File: config.mk
export PLATFORM = sky130hd
export DESIGN_NAME = tone_arbiter
export DESIGN_NICKNAME = d
export VERILOG_FILES = /design/src/rtl/tone_arbiter.sv
export SDC_FILE = /design/constraint.sdc
export NUM_CORES = 1
export LEC_CHECK = 0
export CAP_MARGIN = 20
export CORE_MARGIN = 4
export CORE_UTILIZATION = 40
export CTS_CLUSTER_DIAMETER = 40
export DETAILED_ROUTE_END_ITERATION = 12
export PLACE_DENSITY = 0.79
export SYNTH_ARGS = -nofsm -noshare
export SYNTH_HDL_FRONTEND = slang
export SYNTH_SLANG_ARGS = --single-unit
File: constraint.sdc
create_clock -name CLOCK_50 -period 3.9 [get_ports CLOCK_50]
set_clock_uncertainty 0.1 [all_clocks]
set_input_delay 0.39 -clock CLOCK_50 [delete_from_list [all_inputs] [get_ports CLOCK_50]]
set_output_delay 0.39 -clock CLOCK_50 [all_outputs]
set_load 0.02 [all_outputs]
File: src/rtl/tone_arbiter.sv
// tone_arbiter: round-robin arbiter that hands a single tone generator to one
// of N_REQ requesters for a note of req_dur milliseconds.
// Optional macro TONE_ARB_GAP_EN adds a GAP_MS silence after every note.
//
// state | meaning
// ------+-------------------------------------------------------------
// IDLE  | no note owned; arbitrate among active req bits
// PLAY  | winner owns the generator; ms prescaler/counter time the note
// GAP   | forced silence after a note (only with TONE_ARB_GAP_EN)
`timescale 1ns/1ps

module tone_arbiter #(
    parameter int N_REQ    = 4,
    parameter int TICK_DIV = 50000,
    parameter int GAP_MS   = 10
) (
    input  logic                 CLOCK_50,
    input  logic                 reset,
    input  logic [N_REQ-1:0]     req,
    input  logic [24*N_REQ-1:0]  req_period,
    input  logic [16*N_REQ-1:0]  req_dur,
    output logic [N_REQ-1:0]     grant,
    output logic [N_REQ-1:0]     done,
    output logic [23:0]          period,
    output logic                 tone_en,
    output logic                 busy
);

    localparam int IW = $clog2(N_REQ);
    localparam int PW = (TICK_DIV > 1) ? $clog2(TICK_DIV) : 1;
    localparam logic [PW-1:0] PRE_LAST = PW'(TICK_DIV - 1);

`ifdef TONE_ARB_GAP_EN
    localparam int GAP_CYC = GAP_MS * TICK_DIV;
    localparam int GW = (GAP_CYC > 1) ? $clog2(GAP_CYC) : 1;
    localparam logic [GW-1:0] GAP_LAST = GW'(GAP_CYC - 1);
    typedef enum logic [1:0] {IDLE = 2'd0, PLAY = 2'd1, GAP = 2'd2} state_t;
`else
    localparam int unused_gap_ms = GAP_MS;
    typedef enum logic {IDLE = 1'b0, PLAY = 1'b1} state_t;
`endif

    state_t          state, state_n;
    logic [IW-1:0]   last_served;
    logic [IW-1:0]   win;
    logic [IW-1:0]   cand;
    logic            found;
    logic [23:0]     win_period;
    logic [15:0]     win_dur;
    logic [15:0]     dur_q;
    logic [PW-1:0]   presc;
    logic [15:0]     ms_cnt;
    logic            held;
    logic            play_last;

`ifdef TONE_ARB_GAP_EN
    logic [GW-1:0]   gap_cnt;
`endif

    // Round-robin search starting one past the last requester served.
    always_comb begin
        found = 1'b0;
        win   = last_served;
        cand  = last_served;
        for (int k = 1; k <= N_REQ; k++) begin
            cand = IW'((int'(last_served) + k) % N_REQ);
            if (!found && req[cand]) begin
                found = 1'b1;
                win   = cand;
            end
        end
    end

    // Select the winner's period and duration fields.
    always_comb begin
        win_period = '0;
        win_dur    = '0;
        for (int i = 0; i < N_REQ; i++) begin
            if (IW'(i) == win) begin
                win_period = req_period[24*i +: 24];
                win_dur    = req_dur[16*i +: 16];
            end
        end
    end

    // A zero-length note still occupies one PLAY cycle.
    assign held      = |(req & grant);
    assign play_last = (state == PLAY) &&
                       ((dur_q == 16'd0) ||
                        ((presc == PRE_LAST) && (ms_cnt == dur_q - 16'd1)));

    // State register.
    always_ff @(posedge CLOCK_50) begin
        if (reset) state <= IDLE;
        else       state <= state_n;
    end

    // Next-state and Moore/Mealy outputs; done is suppressed by an abort or reset.
    always_comb begin
        state_n = state;
        done    = '0;
        tone_en = 1'b0;
        busy    = (state != IDLE);
        case (state)
            IDLE: begin
                if (found) state_n = PLAY;
            end
            PLAY: begin
                tone_en = (period >= 24'd2) && (dur_q != 16'd0);
                if (!held || play_last) begin
`ifdef TONE_ARB_GAP_EN
                    state_n = GAP;
`else
                    state_n = IDLE;
`endif
                end
                if (held && play_last && !reset) done = grant;
            end
`ifdef TONE_ARB_GAP_EN
            GAP: begin
                if (gap_cnt == GAP_LAST) state_n = IDLE;
            end
`endif
            default: state_n = IDLE;
        endcase
    end

    // Grant, latched note parameters and the ms timer.
    always_ff @(posedge CLOCK_50) begin
        if (reset) begin
            grant       <= '0;
            period      <= '0;
            dur_q       <= '0;
            presc       <= '0;
            ms_cnt      <= '0;
            last_served <= IW'(N_REQ - 1);
        end else begin
            case (state)
                IDLE: begin
                    if (found) begin
                        grant       <= {{(N_REQ-1){1'b0}}, 1'b1} << win;
                        period      <= win_period;
                        dur_q       <= win_dur;
                        presc       <= '0;
                        ms_cnt      <= '0;
                        last_served <= win;
                    end
                end
                PLAY: begin
                    if (!held || play_last) begin
                        grant <= '0;
                    end else if (presc == PRE_LAST) begin
                        presc  <= '0;
                        ms_cnt <= ms_cnt + 16'd1;
                    end else begin
                        presc <= presc + PW'(1);
                    end
                end
                default: ;
            endcase
        end
    end

`ifdef TONE_ARB_GAP_EN
    // Silence timer, cleared whenever the FSM is outside GAP.
    always_ff @(posedge CLOCK_50) begin
        if (reset || state != GAP) gap_cnt <= '0;
        else                       gap_cnt <= gap_cnt + GW'(1);
    end
`endif

endmodule

==> results_dict.tcl, run 1 <==
set metrics [dict create \
    status "complete, no violations" \
    ios 200 \
    finalSetupViolCount 0 \
    ys.flop_type "dfxtp_1" \
    clock-sinks 79 \
    ir_drop_v 0.000253 \
    syn_nets 970 \
    clk_pin_slew_ns 0.06 \
    total_power_uw 3160 \
    gp_congestion 0.928 \
    syn_area_per_cell_sq_um 6.60 \
    grt_overflow 0 \
    reg2reg_slack_ns 0.12 \
    p_seq_share_pct 30.0 \
    grt_max_degree 66 \
    pre_cts_slack_ns -0.271 \
    fillers 1115 \
    core_sq_um 12800 \
    yosys.area_share.adder_pct 0.947 \
    yosysSeqAreaShare_pct 29.9 \
    clk_path_buf_depth 2 \
    critPathLaunchType "flip-flop" \
    cp_slowest_cell "or4_4" \
    reg2regPathDepth 18 \
    r2r-end "ms_cnt[4]$_SDFFE_PP0P_" \
    fin_cells 1186 \
    async_reset_ff_share_pct 0 \
    timing.slew.headroom_pct 52.7 \
    period_minus_slack_ns 3.89 \
    detail_route.first_pass.iterations 5 \
    cp-end-kind "output pin" \
    track_usage_pct 24.7 \
    cts_inserted_buffers 9 \
    worst-endpoint-arrival_ns 3.40 \
    clk_latency_ns 0.33 \
    synth_top_area_cell "dfxtp_1" \
    synth_top_area_share_pct 29.9 \
    drc 0 \
    swShare_pct 35.7 \
    start_util_pct 41.4 \
    required_ns 3.41 \
    synthesis.area_sq_um 5280 \
    die_x_um 123 \
    holdCritStartpoint "period[0]$_SDFFE_PP0P_" \
    syn2layout_area_growth_pct 53.7 \
    synth_cells 800 \
    fmax_mhz 257 \
    cp_cell_sequence "or4_4, nor3_4, mux2i_1, o21ai_1, or4_1, or4_4, a211oi_4, and2_1, buf_6" \
    p_comb_share_pct 42.4 \
    dieArea_sq_um 15100 \
    p_int_uw 2030 \
    drtAntennaViolNets 0 \
    synth_xor_area_share_pct 4.14 \
    slew_violations 0 \
    rows 41 \
    portBuffers 199 \
    synth_common_cells "nand2_1 (224), nand3_1 (136), dfxtp_1 (79)" \
    clkPwrFrac_pct 27.6 \
    synthMuxAreaShare_pct 0.758 \
    cts-hold-fix-buffers 0 \
    drive_above_1_share_pct 10.2 \
    wire_per_inst_um 16.4 \
    rr_startpoint "dur_q[6]$_SDFFE_PP0P_" \
    dp_cells 1157 \
    hold_violations 0 \
    yosysUniqueCellTypes 60 \
    drt_iter0_markers 429 \
    p_sw_uw 1130 \
    leakage_uw 0.00321 \
    rsz0062_at_grt "yes" \
    cts-root-buf "clkbuf_16" \
    worstHoldPathType "flip-flop to flip-flop" \
    synth_edf_count 0 \
    yosys_warnings 0 \
    grt_pass1_vias 5954 \
    worst_slack_ns 0.0149 \
    criticalPathCategory "flip-flop to output pin" \
    hold-path-endpoint "period[0]$_SDFFE_PP0P_" \
    cp_num_buf_inv 1 \
    path_max_fanout 4 \
    synth-compound-area-share_pct 14.6 \
    die_h_um 123 \
    cap_violations 0 \
    viasPerCell 5.46 \
    finalCritPeriodShare_pct 99.6 \
    final_nets 1179 \
    place.detailed.hpwl_um 14400 \
    routed_wl_um 19400 \
    grt_pass1_wl_um 29700 \
    vias 6471 \
    power_density_nw_per_um2 390 \
    synth_seq_cells 79 \
    synthSimpleGateAreaFrac_pct 44.8 \
    n_antenna_cell 0 \
    synth.most_common_cell "nand2_1" \
    antenna_found_initial 0 \
    hold_depth 2 \
    cp.depth 9 \
    synth.area.top_cells "dfxtp_1 (30%), nand2_1 (16%), nand3_1 (13%)" \
    synth_top_family_by_area "simple AND/OR/NAND/NOR gates" \
    crit_family "simple AND/OR/NAND/NOR gates" \
    fin_util_pct 63.6 \
    slowest_delay_ns 0.57 \
    crit_top_cell "or4_4" \
    htree_levels 3 \
    cts_tree "yes" \
    tightest_slew_ns 0.703 \
]
final cells by class:
class | count | area, sq um | area share [%]
clock buffer | 10 | 239 | 2.94
clock inverter | 6 | 73.8 | 0.909
inverter | 9 | 33.8 | 0.416
multi-input combinational | 657 | 3560 | 43.8
sequential | 79 | 1580 | 19.5
tap | 172 | 215 | 2.65
timing repair buffer | 253 | 2420 | 29.8
logic make-up after synthesis:
group	count (synthesis)
simple gates	500
compound gates	124
flops	79
buf+inv	64
xor+xnor	25
mux	4
fa+ha+maj	4
flip-flops by register name, indices dropped and copies added (netlist names):
signal,cells
busy,1
presc,16
grant,4
dur_q,16
last_served,2
ms_cnt,16
period,24
stage by stage:
| stage | hold slack, ns | setup TNS, ns | cell area (sq um) |
|---|---|---|---|
| finish | 0.365 | 0 | 8120 |
| global route | 0.390 | -0.404 | 8120 |
| CTS | 0.361 | 0 | 8020 |
| detailed placement | 0.349 | -1.03 | 7610 |
| global placement | 0.345 | -0.881 | 7610 |
| floorplan | 0.338 | 0 | 5280 |
repair_timing:
action,4_1_cts,5_1_grt
gates cloned,0,0
resized for setup,25,16
setup buffers,9,6
pin swaps,7,11
setup endpoints to repair,4,28
worst min-delay path, delay by kind of cell, from the launching register on:
kind,cells,cell delay [ns]
AOI/OAI and AO/OA,1,0.05
DFF,1,0.32
and+or+nand+nor,1,0.05
power groups by stage:
stage | registers [uW] | logic (uW) | clock network (uW)
final | 948 | 1340 | 873
after global routing | 959 | 1470 | 918
after CTS | 949 | 1330 | 885
after detailed placement | 965 | 1270 | 0
after global placement | 963 | 1270 | 0
after floorplan | 1000 | 677 | 0
per-layer routing:
| metal | track usage (%) | vias up | routed length (um) |
|---|---|---|---|
| met4 | 5.32 | 0 | 378 |
| met3 | 7.27 | 30 | 1710 |
| li1 | - | 3223 | - |
| met1 | 29.5 | 2958 | 7890 |
| met5 | 0 | - | 0 |
| met2 | 44.0 | 260 | 9420 |
how the worst max path moves through the flow:
stage	from	to	slack, ns
CTS	dur_q[0]$_SDFFE_PP0P_	ms_cnt[10]$_SDFFE_PP0P_	0.007
detailed placement	dur_q[0]$_SDFFE_PP0P_	done[0]	-0.27
finish	dur_q[6]$_SDFFE_PP0P_	done[0]	0.01
floorplan	dur_q[0]$_SDFFE_PP0P_	done[0]	0.31
global placement	dur_q[4]$_SDFFE_PP0P_	done[3]	-0.22
global route	dur_q[6]$_SDFFE_PP0P_	done[3]	-0.11
cell usage in the layout, fill, tap and decap left out, drive strengths merged, types with 14 or more instances in the layout:
cell	n
o21ai	21
nor3	15
nand3	136
buf	59
dfxtp	79
nand2	224
a21oi	57
nor2	35
clkdlybuf4s50	194
and3	14
No activity file was read; power rests on OpenSTA's default activity.
==> run 2, diff against run 1 <==
--- a/config.mk
+++ b/config.mk
@@ -5,11 +5,12 @@
 export SDC_FILE = /design/constraint.sdc
 export NUM_CORES = 1
 export LEC_CHECK = 0
-export CAP_MARGIN = 20
+export ABC_CLOCK_PERIOD_IN_PS = 3900
 export CORE_MARGIN = 4
 export CORE_UTILIZATION = 40
 export CTS_CLUSTER_DIAMETER = 40
 export DETAILED_ROUTE_END_ITERATION = 12
+export HOLD_SLACK_MARGIN = 0.03
 export PLACE_DENSITY = 0.79
 export SYNTH_ARGS = -nofsm -noshare
 export SYNTH_HDL_FRONTEND = slang
==> results of run 2 <==
Same layout as run 1: the final DEF is identical, and so are final timing and power.
==> run 3, diff against run 2 <==
--- a/config.mk
+++ b/config.mk
@@ -5,9 +5,11 @@
 export SDC_FILE = /design/constraint.sdc
 export NUM_CORES = 1
 export LEC_CHECK = 0
-export ABC_CLOCK_PERIOD_IN_PS = 3900
+export ABC_CLOCK_PERIOD_IN_PS = 3600
+export CAP_MARGIN = 20
 export CORE_MARGIN = 4
 export CORE_UTILIZATION = 40
+export CTS_BUF_LIST = sky130_fd_sc_hd__clkbuf_2
 export CTS_CLUSTER_DIAMETER = 40
 export DETAILED_ROUTE_END_ITERATION = 12
 export HOLD_SLACK_MARGIN = 0.03
==> constraint.sdc (replaced) <==
create_clock -name CLOCK_50 -period 3.6 [get_ports CLOCK_50]
set_clock_uncertainty 0.1 [all_clocks]
set_input_delay 0.36 -clock CLOCK_50 [delete_from_list [all_inputs] [get_ports CLOCK_50]]
set_output_delay 0.36 -clock CLOCK_50 [all_outputs]
set_load 0.02 [all_outputs]
==> results_dict.tcl, run 3 (synthesis results as in run 1) <==
set metrics [dict create \
    dieArea_sq_um 15100 \
    drtAntennaViolNets 0 \
    dp_cells 1180 \
    status "finished, violations left" \
    tightest_slew_ns 0.716 \
    rows 41 \
    place.detailed.hpwl_um 14800 \
    syn2layout_area_growth_pct 55.8 \
    drt_iter0_markers 428 \
    placed_area_sq_um 7780 \
    drive_above_1_share_pct 14.0 \
    r2r-end "presc[9]$_SDFFE_PP0P_" \
    finalSetupViolCount 41 \
    fin_cells 1214 \
    total_power_uw 3030 \
    vias 6645 \
    final_common_cell "nand2_1" \
    gp_congestion 0.926 \
    worst-endpoint-arrival_ns 3.56 \
    wire_per_inst_um 16.1 \
    die_h_um 123 \
    clock-sinks 79 \
    cts_tree "yes" \
    drc 0 \
    crit_path_end "done[3]" \
    leakage_uw 0.00329 \
    finalCritPeriodShare_pct 112 \
    layout_common_cells "nand2_1 (222), clkdlybuf4s50_1 (194), nand3_1 (136), dfxtp_1 (75), buf_4 (71)" \
    portBuffers 199 \
    slew_violations 0 \
    crit_path_start "dur_q[3]$_SDFFE_PP0P_" \
    final_area_sq_um 8230 \
    die_x_um 123 \
    fmax_mhz 249 \
    timing.slew.headroom_pct 52.3 \
    cts_inserted_buffers 9 \
    ir_drop_v 0.000200 \
    antenna_found_initial 0 \
    grt_overflow 0 \
    final_nets 1206 \
    htree_levels 3 \
    reg2reg_slack_ns -0.39 \
    worstHoldPathType "primary input to flip-flop" \
    grt_pass1_wl_um 30100 \
    rsz0062_at_grt "yes" \
    pre_cts_slack_ns -0.567 \
    track_usage_pct 25.0 \
    critPathLaunchType "flip-flop" \
    slowest_delay_ns 0.57 \
    worst_slack_ns -0.420 \
    hold_violations 0 \
    core_sq_um 12800 \
    clk_latency_ns 0.51 \
    period_minus_slack_ns 4.02 \
    cts-hold-fix-buffers 0 \
    reg2regPathDepth 20 \
    grt_pass1_vias 6143 \
    criticalPathCategory "flip-flop to output pin" \
    path_max_fanout 3 \
    viasPerCell 5.47 \
    fin_util_pct 64.4 \
    rr_startpoint "dur_q[3]$_SDFFE_PP0P_" \
    routed_wl_um 19600 \
    cp_slowest_cell "or4_4" \
    violations "setup timing" \
    required_ns 3.14 \
    cts-root-buf "clkbuf_2" \
    power_density_nw_per_um2 368 \
    ios 200 \
    cap_violations 0 \
    cp_cell_sequence "or4_4, nor3_4, mux2i_1, o21ai_1, or4_1, or4_4, a211oi_4, buf_6, and2_4, buf_6" \
    clk_path_buf_depth 2 \
    largest_register "period" \
    start_util_pct 41.4 \
    hold_depth 5 \
    largest_register_ffs 24 \
    grt_max_degree 66 \
    detail_route.first_pass.iterations 5 \
    clk_pin_slew_ns 0.22 \
    cp-end-kind "output pin" \
]
[run 3: changes by cell type in the layout (fill, tap and decap cells not counted), moves of 4 or more]
cell       previous run  this run
buf_4                51        71
clkbuf_2              0        11
buf_6                 6        14
and2_4                0         4
clkbuf_16             9         0
and2_1                5         1
[run 3: per-layer routing]
| layer | GRT usage, % | wire length [um] | vias up |
|---|---|---|---|
| met3 | 5.72 | 1750 | 32 |
| li1 | - | - | 3281 |
| met1 | 30.8 | 7970 | 3079 |
| met2 | 43.6 | 9430 | 253 |
| met5 | 0 | 0 | - |
| met4 | 7.42 | 421 | 0 |
[run 3: final cells by class]
type	instances	area, sq um
diodes	1	2.50
clock buffers	11	55.1
clock inverters	5	48.8
fillers	1141	4540
inverters	9	33.8
multi-input cells	657	3650
flip-flops and latches	79	1590
well taps	172	215
repair buffers	280	2640
[run 3: worst min-delay path by stage]
stage,startpoint,endpoint,slack (ns)
4_1_cts,reset,presc[7]$_SDFFE_PP0P_,0.27
3_5_place_dp,period[0]$_SDFFE_PP0P_,period[0]$_SDFFE_PP0P_,0.36
5_1_grt,reset,presc[6]$_SDFFE_PP0P_,0.33
2_1_floorplan,presc[15]$_SDFFE_PP0P_,presc[15]$_SDFFE_PP0P_,0.34
3_3_place_gp,period[21]$_SDFFE_PP0P_,period[21]$_SDFFE_PP0P_,0.36
6_report,reset,presc[5]$_SDFFE_PP0P_,0.33
[run 3: what timing repair did]
item,CTS,global route
hold endpoints to repair,0,0
endpoints found under the setup margin,4,40
buffers inserted,12,5
cloned,0,0
pin swaps,16,10
gates resized for setup,52,20
[run 3: power by group]
group / total (uW) / leakage (uW) / internal, uW / switching (uW)
clock network: 460 / 0.0000731 / 161 / 299
registers: 1030 / 0.000648 / 958 / 70.3
logic: 1540 / 0.00257 / 739 / 802
total: 3030 / 0.00329 / 1860 / 1170
[run 3: through the flow]
| step | hold WS, ns | setup TNS [ns] |
|---|---|---|
| after floorplan | 0.338 | 0 |
| after global placement | 0.355 | -2.00 |
| after detailed placement | 0.362 | -2.20 |
| after CTS | 0.267 | -2.63 |
| after global routing | 0.333 | -14.10 |
| final | 0.331 | -9.38 |
[run 3: critical path: cells and delay by family (launching register included)]
kind | cells | cell delay [ns]
mux | 1 | 0.26
simple gates | 5 | 1.84
compound gates | 2 | 0.34
flops | 1 | 0.36
buf+inv | 2 | 0.25
